--- config.mk ---
export PLATFORM = sky130hd
export DESIGN_NAME = uart_receiver
export DESIGN_NICKNAME = d
export VERILOG_FILES = /design/src/rtl/uart_receiver.sv
export SDC_FILE = /design/constraint.sdc
export NUM_CORES = 1
export LEC_CHECK = 0
export ABC_AREA = 1
export CORE_MARGIN = 1.5
export CORE_UTILIZATION = 45
export DETAILED_ROUTE_END_ITERATION = 16
export PLACE_DENSITY_LB_ADDON = 0.25
export SETUP_SLACK_MARGIN = 0.02
export SLEW_MARGIN = 20
export SYNTH_ARGS = -nofsm -noshare
export SYNTH_HDL_FRONTEND = slang
export SYNTH_SLANG_ARGS = --single-unit
--- constraint.sdc ---
create_clock -name clk -period 1.7 [get_ports clk]
set_input_delay 0.17 -clock clk [delete_from_list [all_inputs] [get_ports clk]]
set_output_delay 0.17 -clock clk [all_outputs]
set_load 0.02 [all_outputs]
--- src/rtl/uart_receiver.sv ---
// uart_receiver: 16x-oversampled UART RX with a valid/ready holding register
// Optional feature macro: UART_RX_PARITY_EN adds one parity bit after the data bits.
// Ports:
//   clk         system clock, all logic on posedge
//   reset       synchronous active-high reset
//   s_tick      1-cycle oversampling pulse, 16 per bit
//   rx          asynchronous serial line, idles high
//   rx_data     received byte, stable while rx_valid = 1
//   rx_valid    holding register full
//   rx_ready    consumer takes the byte when rx_valid && rx_ready
//   frame_err   1-cycle pulse, stop bit sampled low
//   overrun_err 1-cycle pulse, frame completed while the holding register was full
//   parity_err  1-cycle pulse, parity mismatch (0 without UART_RX_PARITY_EN)
module uart_receiver #(
    parameter int DBITS      = 8,
    parameter int SB_TICKS   = 16,
    parameter int PARITY_ODD = 0
) (
    input  logic             clk,
    input  logic             reset,
    input  logic             s_tick,
    input  logic             rx,
    output logic [DBITS-1:0] rx_data,
    output logic             rx_valid,
    input  logic             rx_ready,
    output logic             frame_err,
    output logic             overrun_err,
    output logic             parity_err
);
    localparam int NW = $clog2(DBITS);

    if (DBITS < 5 || DBITS > 9 || SB_TICKS < 16 || PARITY_ODD < 0 || PARITY_ODD > 1) begin : g_bad_param
        $error("uart_receiver: unsupported parameter value");
    end

    typedef enum logic [2:0] {IDLE, START, DATA, PARITY, STOP} state_t;

    state_t           state_q;
    logic [1:0]       sync_q;
    logic             rx_s;
    logic             armed_q;
    logic [5:0]       t_q;
    logic [NW-1:0]    n_q;
    logic [DBITS-1:0] sr_q;
    logic [DBITS-1:0] data_q;
    logic             valid_q;
    logic             ferr_q;
    logic             oerr_q;

    assign rx_s        = sync_q[1];
    assign rx_data     = data_q;
    assign rx_valid    = valid_q;
    assign frame_err   = ferr_q;
    assign overrun_err = oerr_q;

`ifdef UART_RX_PARITY_EN
    logic par_q;
    logic perr_q;
    assign parity_err = perr_q;
`else
    assign parity_err = 1'b0;
`endif

    always_ff @(posedge clk) begin
        if (reset) begin
            state_q <= IDLE;
            sync_q  <= 2'b11;
            armed_q <= 1'b1;
            t_q     <= '0;
            n_q     <= '0;
            sr_q    <= '0;
            data_q  <= '0;
            valid_q <= 1'b0;
            ferr_q  <= 1'b0;
            oerr_q  <= 1'b0;
`ifdef UART_RX_PARITY_EN
            par_q   <= 1'b0;
            perr_q  <= 1'b0;
`endif
        end else begin
            sync_q <= {sync_q[0], rx};
            ferr_q <= 1'b0;
            oerr_q <= 1'b0;
`ifdef UART_RX_PARITY_EN
            perr_q <= 1'b0;
`endif
            // A new start needs the line to have been seen high first, so a break does not retrigger
            if (rx_s)
                armed_q <= 1'b1;
            if (valid_q && rx_ready)
                valid_q <= 1'b0;
            case (state_q)
                IDLE: begin
                    if (!rx_s && armed_q) begin
                        state_q <= START;
                        t_q     <= '0;
                    end
                end
                START: begin
                    if (s_tick) begin
                        if (t_q == 6'd7) begin
                            t_q     <= '0;
                            n_q     <= '0;
                            state_q <= rx_s ? IDLE : DATA;
                        end else
                            t_q <= t_q + 1'b1;
                    end
                end
                DATA: begin
                    if (s_tick) begin
                        if (t_q == 6'd15) begin
                            t_q  <= '0;
                            sr_q <= {rx_s, sr_q[DBITS-1:1]};
                            if (n_q == NW'(DBITS - 1))
`ifdef UART_RX_PARITY_EN
                                state_q <= PARITY;
`else
                                state_q <= STOP;
`endif
                            else
                                n_q <= n_q + 1'b1;
                        end else
                            t_q <= t_q + 1'b1;
                    end
                end
`ifdef UART_RX_PARITY_EN
                PARITY: begin
                    if (s_tick) begin
                        if (t_q == 6'd15) begin
                            t_q     <= '0;
                            par_q   <= rx_s;
                            state_q <= STOP;
                        end else
                            t_q <= t_q + 1'b1;
                    end
                end
`endif
                STOP: begin
                    if (s_tick) begin
                        if (t_q == 6'(SB_TICKS - 1)) begin
                            t_q     <= '0;
                            state_q <= IDLE;
                            if (!rx_s) begin
                                ferr_q  <= 1'b1;
                                armed_q <= 1'b0;
                            end else begin
                                // Acceptance in this same cycle frees the register for the new byte
                                if (valid_q && !rx_ready)
                                    oerr_q <= 1'b1;
                                else begin
                                    data_q  <= sr_q;
                                    valid_q <= 1'b1;
                                end
`ifdef UART_RX_PARITY_EN
                                perr_q <= (^sr_q ^ 1'(PARITY_ODD)) != par_q;
`endif
                            end
                        end else
                            t_q <= t_q + 1'b1;
                    end
                end
                default: state_q <= IDLE;
            endcase
        end
    end
endmodule
==> results of run 1 <==
==> sequential cells by signal, summed over array words and instances, names as in the netlist <==
name,cells
armed_q,1
rx_valid,1
overrun_err,1
frame_err,1
state_q,3
t_q,6
sr_q,8
rx_data,8
n_q,3
sync_q,2
==> layout make-up <==
| type | count | share of cell area (%) |
|---|---|---|
| clock buffers | 6 | 3.95 |
| clock inverters | 2 | 0.598 |
| inverters | 35 | 6.28 |
| multi-input cells | 171 | 40.9 |
| flip-flops and latches | 34 | 32.7 |
| well taps | 48 | 2.87 |
| repair buffers | 30 | 12.7 |
==> power breakdown <==
group / total (mW) / internal, mW / switching [mW]
Sequential: 0.922 / 0.863 / 0.0593
Clock: 0.632 / 0.325 / 0.306
Combinational: 1.17 / 0.436 / 0.736
Total: 2.73 / 1.62 / 1.10
==> logic make-up after synthesis <==
| family | synth area share, % |
|---|---|
| AOI/OAI and AO/OA | 7.74 |
| and+or+nand+nor | 37.9 |
| other | 0.223 |
| buffers and inverters | 11.5 |
| adders and majority gates | 2.23 |
| DFF | 40.5 |
==> repair_timing <==
action | CTS | global route
pin swaps | 1 | 6
setup endpoints to repair | 3 | 19
resized for setup | 0 | 12
endpoints found under the hold margin | 0 | 0
gates cloned | 0 | 1
setup buffers | 0 | 1
==> through the flow <==
step / cells / utilization [%] / hold slack [ns] / power (mW) / instance area [um2]
CTS: 324 / 55.9 / 0.414 / 2.72 / 2030
global placement: 316 / 53.3 / 0.396 / 2.07 / 1940
detailed placement: 316 / 53.3 / 0.396 / 2.09 / 1940
finish: 326 / 57.6 / 0.412 / 2.73 / 2090
global route: 326 / 57.6 / 0.424 / 2.94 / 2090
floorplan: 247 / - / 0.274 / 1.78 / 1680
==> path summary, 6_finish.rpt <==
check,start,end,cells past startpoint
worst max-delay path,t_q[1],rx_data[4],10
worst min-delay path,sync_q[0],sync_q[1],1
worst max register to register,t_q[1],rx_data[4],10
worst min register to register,sync_q[0],sync_q[1],1
==> placed cells by master, fill, tap and decap left out, types with 2 or more instances in the layout <==
master and instances:
a21oi_1 15, buf_4 14, clkbuf_8 6, clkdlybuf4s50_1 15, dfxtp_1 31, dfxtp_2 3
ha_1 2, inv_1 31, inv_2 3, nand2_1 61, nand2_2 6, nand2_4 2
nand3_1 19, nand3_4 2, nor2_1 38, nor2_2 3, nor2_4 2, nor3_1 2
o21ai_0 7, o21ai_1 4, or2_2 2
==> layer usage <==
metal	wire length, um	GRT usage (%)	vias to the layer above	share of wire (%)
li1	-	-	822	-
met2	1700	29.6	19	49
met1	1610	21.6	694	46
met5	0	0	-	0
met3	120	4.75	5	3.4
met4	59	7.18	0	1.7
==> flow_summary.yaml, run 1 <==
worst_setup_path:
  reg2reg_setup_slack_ns: 0.09
  crit_chain: "ha_4 -> nand2_4 -> nor2_4 -> nand2_4 -> nor3_4 -> buf_6 -> nand3_4 -> nand2_2 -> nand2_1 -> nor2_1"
  end_kind: "register"
  slowest_stage: "dfxtp_2"
  start_kind: "register"
  cp.buffers_inverters: 1
  worstPathArrival_ns: 1.84
  crit_path_frequent_cell: "nand2_4"
  critPathKind: "reg2reg"
  slowest_delay_ns: 0.36
  critPathRequiredTime_ns: 1.93
  critPathMaxFanout: 8
  crit_family: "simple AND/OR/NAND/NOR gates"
logic_synthesis:
  synth_largest_area_cell: "dfxtp_1"
  ys_types: 26
  synth-edff-count: 0
  synth_area_per_cell_um2: 6.81
  ys_seq_elements: 34
  syn_inst: 247
  synth_nets: 255
  ys_top_cells_by_area: "dfxtp_1 (40%), nand2_1 (14%), nor2_1 (8.7%)"
  synth.top_cell.area_share_pct: 40.5
  synth_most_common_cell: "nand2_1"
  syn_area_um2: 1680
  synth_commonest_cells: "nand2_1 (63), nor2_1 (39), dfxtp_1 (34)"
  ys_seq_area_share_pct: 40.5
  synth_flop_cell: "dfxtp_1"
  yosysWarnings: 0
  synthArstFlopShare_pct: 0
clock_tree:
  cts_tree: "yes"
  clock-sinks: 34
  cts_hold_buf: 0
  cts_buffer_depth: 2
  clockRootBuffer: "clkbuf_8"
  cts_buffers: 5
  clock_latency_ns: 0.29
  path_clk_slew_ns: 0.07
  htreeDepth: 2
timing:
  fmax_mhz: 621
  slew_viol_final: 0
  rsz0062_at_grt: "true"
  timing.final.ws_setup_ns: 0.0894
  period_needed_ns: 1.61
  finalSetupViolCount: 0
  hold_viol: 0
  fin_crit_sh_pct: 94.7
  tns_ns: 0
  clock_skew_ns: 0.00575
power_and_ir_drop:
  peakVddDrop_uv: 566
  power_density_nw_per_um2: 1300
  p_leak_nw: 0.976
global_routing:
  antenna_found_initial: 0
  grtUsageTotal_pct: 17.7
  grt_pass1_wl_mm: 5.73
  grt_max_degree: 28
  gr-total-overflow: 0
  grt_pass1_vias: 1315
final_layout:
  area.sequential_um2: 684
  multi_input_area_um2: 856
  drive_above_1_share_pct: 18.0
  fin_nets: 285
  syn2layout_area_growth_pct: 24.5
  num-fill-cells: 359
  antenna_cells: 0
place:
  io_buffers: 15
  place_hpwl_mm: 2.42
  preCtsSetupSlack_ns: 0.0115
  routabilityCongestion: 0.849
floorplanning:
  coreArea_um2: 3630
  row_count: 22
  die_area_um2: 4110
  die_width_um: 64.1
  io_pins: 17
  start_util_pct: 46.3
  die_y_um: 64.1
detailed_routing:
  wl_per_cell_um: 10.7
  viasPerCell: 4.72
  ant_nets: 0
  vias: 1540
  drtPass1Iterations: 4
  dr.first_iter.drc_count: 63
  routed_wl_mm: 3.49
  drcViolationCount: 0
hold_path:
  hold_path_class: "reg2reg"
run_status:
  outcome: "completed"
job:
  maxCapViolations: 0
No activity file was read; power rests on OpenSTA's default activity.
==> run 2: changes to the inputs <==
Settings changed: MAX_ROUTING_LAYER set to met4.
==> run 2 against run 1 <==
  * Non-clock buffer count unchanged
  * Die area unchanged
  * Flip-flop and latch count unchanged
  * Combinational power about the same
  * Sequential power about the same
  * Maximum frequency about the same
  * Final cell count unchanged
  * Via count unchanged
  * Routed wire length unchanged
  * Global-route usage up 0.49 points
  * Power about the same
  * Register-to-register slack about the same
  * Critical path type unchanged
  * Highest routed layer unchanged
==> flow_summary.yaml, run 2 (synthesis results as in run 1) <==
run_status:
  outcome: "completed"
detailed_routing:
  viasPerCell: 4.72
  ant_nets: 0
  drtPass1Iterations: 4
  vias: 1540
  wl_per_cell_um: 10.7
  drcViolationCount: 0
  dr.first_iter.drc_count: 63
  routed_wl_mm: 3.49
hold_path:
  hold_depth: 1
  min_to: "sync_q[1]"
  hold_path_class: "reg2reg"
  hp-start: "sync_q[0]"
final_layout:
  postLayoutCoreUtil_pct: 57.6
  layout_common_cells: "nand2_1 (61), nor2_1 (38), inv_1 (31), dfxtp_1 (31), nand3_1 (19)"
  final_area_um2: 2090
  syn2layout_area_growth_pct: 24.5
  num-fill-cells: 359
  antenna_cells: 0
  multi_input_area_um2: 856
  area.sequential_um2: 684
  drive_above_1_share_pct: 18.0
  layout_commonest_cell: "nand2_1"
  fin_nets: 285
worst_setup_path:
  rr_worst_depth: 10
  critPathRequiredTime_ns: 1.93
  reg2reg_setup_slack_ns: 0.09
  start_kind: "register"
  crit-reg2reg-launch: "t_q[1]"
  worstPathArrival_ns: 1.84
  rr_endpoint: "rx_data[4]"
  critPathKind: "reg2reg"
  end_kind: "register"
  critPathMaxFanout: 8
floorplanning:
  io_pins: 17
  row_count: 22
  start_util_pct: 46.3
  die_y_um: 64.1
  coreArea_um2: 3630
  die_area_um2: 4110
  die_width_um: 64.1
clock_tree:
  htreeDepth: 2
  clock_latency_ns: 0.29
  cts_buffers: 5
  clockRootBuffer: "clkbuf_8"
  cts_tree: "yes"
  clock-sinks: 34
  cts_buffer_depth: 2
  path_clk_slew_ns: 0.07
global_routing:
  antenna_found_initial: 0
  grtUsageTotal_pct: 18.2
  grt.met2_usage_pct: 29.6
  gr-total-overflow: 0
  grt_pass1_wl_mm: 5.73
  grt_pass1_vias: 1317
  met1_usage_pct: 21.6
  gr-max-usage-layer: "met2"
  grtUsageMet3_pct: 4.75
  grt_max_degree: 28
timing:
  hold_viol: 0
  period_needed_ns: 1.61
  timing.final.ws_setup_ns: 0.0893
  rsz0062_at_grt: "true"
  fmax_mhz: 621
  fin_crit_sh_pct: 94.7
  slew_viol_final: 0
  finalSetupViolCount: 0
  clock_skew_ns: 0.00575
job:
  maxCapViolations: 0
place:
  dpl_cell_area_um2: 1940
  routabilityCongestion: 0.862
  io_buffers: 15
  place_hpwl_mm: 2.42
  preCtsSetupSlack_ns: 0.0115
power_and_ir_drop:
  power_density_nw_per_um2: 1300
  peakVddDrop_uv: 566
  p_leak_nw: 0.976
==> run 2: cell counts in the layout (fill, tap and decap cells not counted) <==
No cell type changed its count.
==> run 2: routing by layer <==
layer	routed length, um	vias to the layer above	share of wire, %
met3	120	5	3.4
li1	-	822	-
met4	59	0	1.7
met1	1610	694	46
met5	0	-	0
met2	1700	19	49
==> run 2: worst max-delay path, cell delays in order (launching register included) <==
cell and delay (ns):
dfxtp_2 0.36, ha_4 0.15, nand2_4 0.07, nor2_4 0.17, nand2_4 0.09, nor3_4 0.17, buf_6 0.15, nand3_4 0.12
nand2_2 0.10, nand2_1 0.05, nor2_1 0.12
==> run 2: timing repair <==
| action | 4_1_cts | 5_1_grt |
|---|---|---|
| endpoints found under the hold margin | 0 | 0 |
| gates cloned | 0 | 1 |
| endpoints found under the setup margin | 3 | 19 |
| pin swaps | 1 | 6 |
| resized for setup | 0 | 12 |
| setup buffers | 0 | 1 |
| hold buffers | 0 | 0 |
==> run 2: area by class of cell <==
type / count / share of cell area [%]
inverter: 35 / 6.28
clock buffer: 6 / 3.95
sequential: 34 / 32.7
timing repair buffer: 30 / 12.7
clock inverter: 2 / 0.598
tap: 48 / 2.87
multi-input combinational: 171 / 40.9
==> run 2: how the worst max path moves through the flow <==
stage | start | end | slack (ns) | depth (start not counted)
global placement | t_q[0] | rx_data[5] | 0.05 | 8
finish | t_q[1] | rx_data[4] | 0.09 | 10
detailed placement | t_q[0] | rx_data[4] | 0.01 | 9
CTS | t_q[0] | rx_data[4] | 0.01 | 9
floorplan | t_q[0] | rx_data[6] | 0.22 | 9
global route | t_q[1] | rx_data[4] | -0.04 | 10
==> run 2: power by group <==
group | internal [mW] | switching [mW] | leakage (nW)
sequential | 0.863 | 0.0594 | 0.277
combinational | 0.436 | 0.736 | 0.652
clock | 0.325 | 0.306 | 0.0472
total | 1.62 | 1.10 | 0.976
==> run 2: through the flow <==
step / cells / hold WS (ns) / total power [mW] / setup TNS (ns)
after floorplan: 247 / 0.274 / 1.78 / 0
after global placement: 316 / 0.396 / 2.07 / 0
after detailed placement: 316 / 0.396 / 2.09 / 0
after CTS: 324 / 0.414 / 2.72 / 0
after global routing: 326 / 0.424 / 2.94 / -0.0709
final: 326 / 0.412 / 2.73 / 0
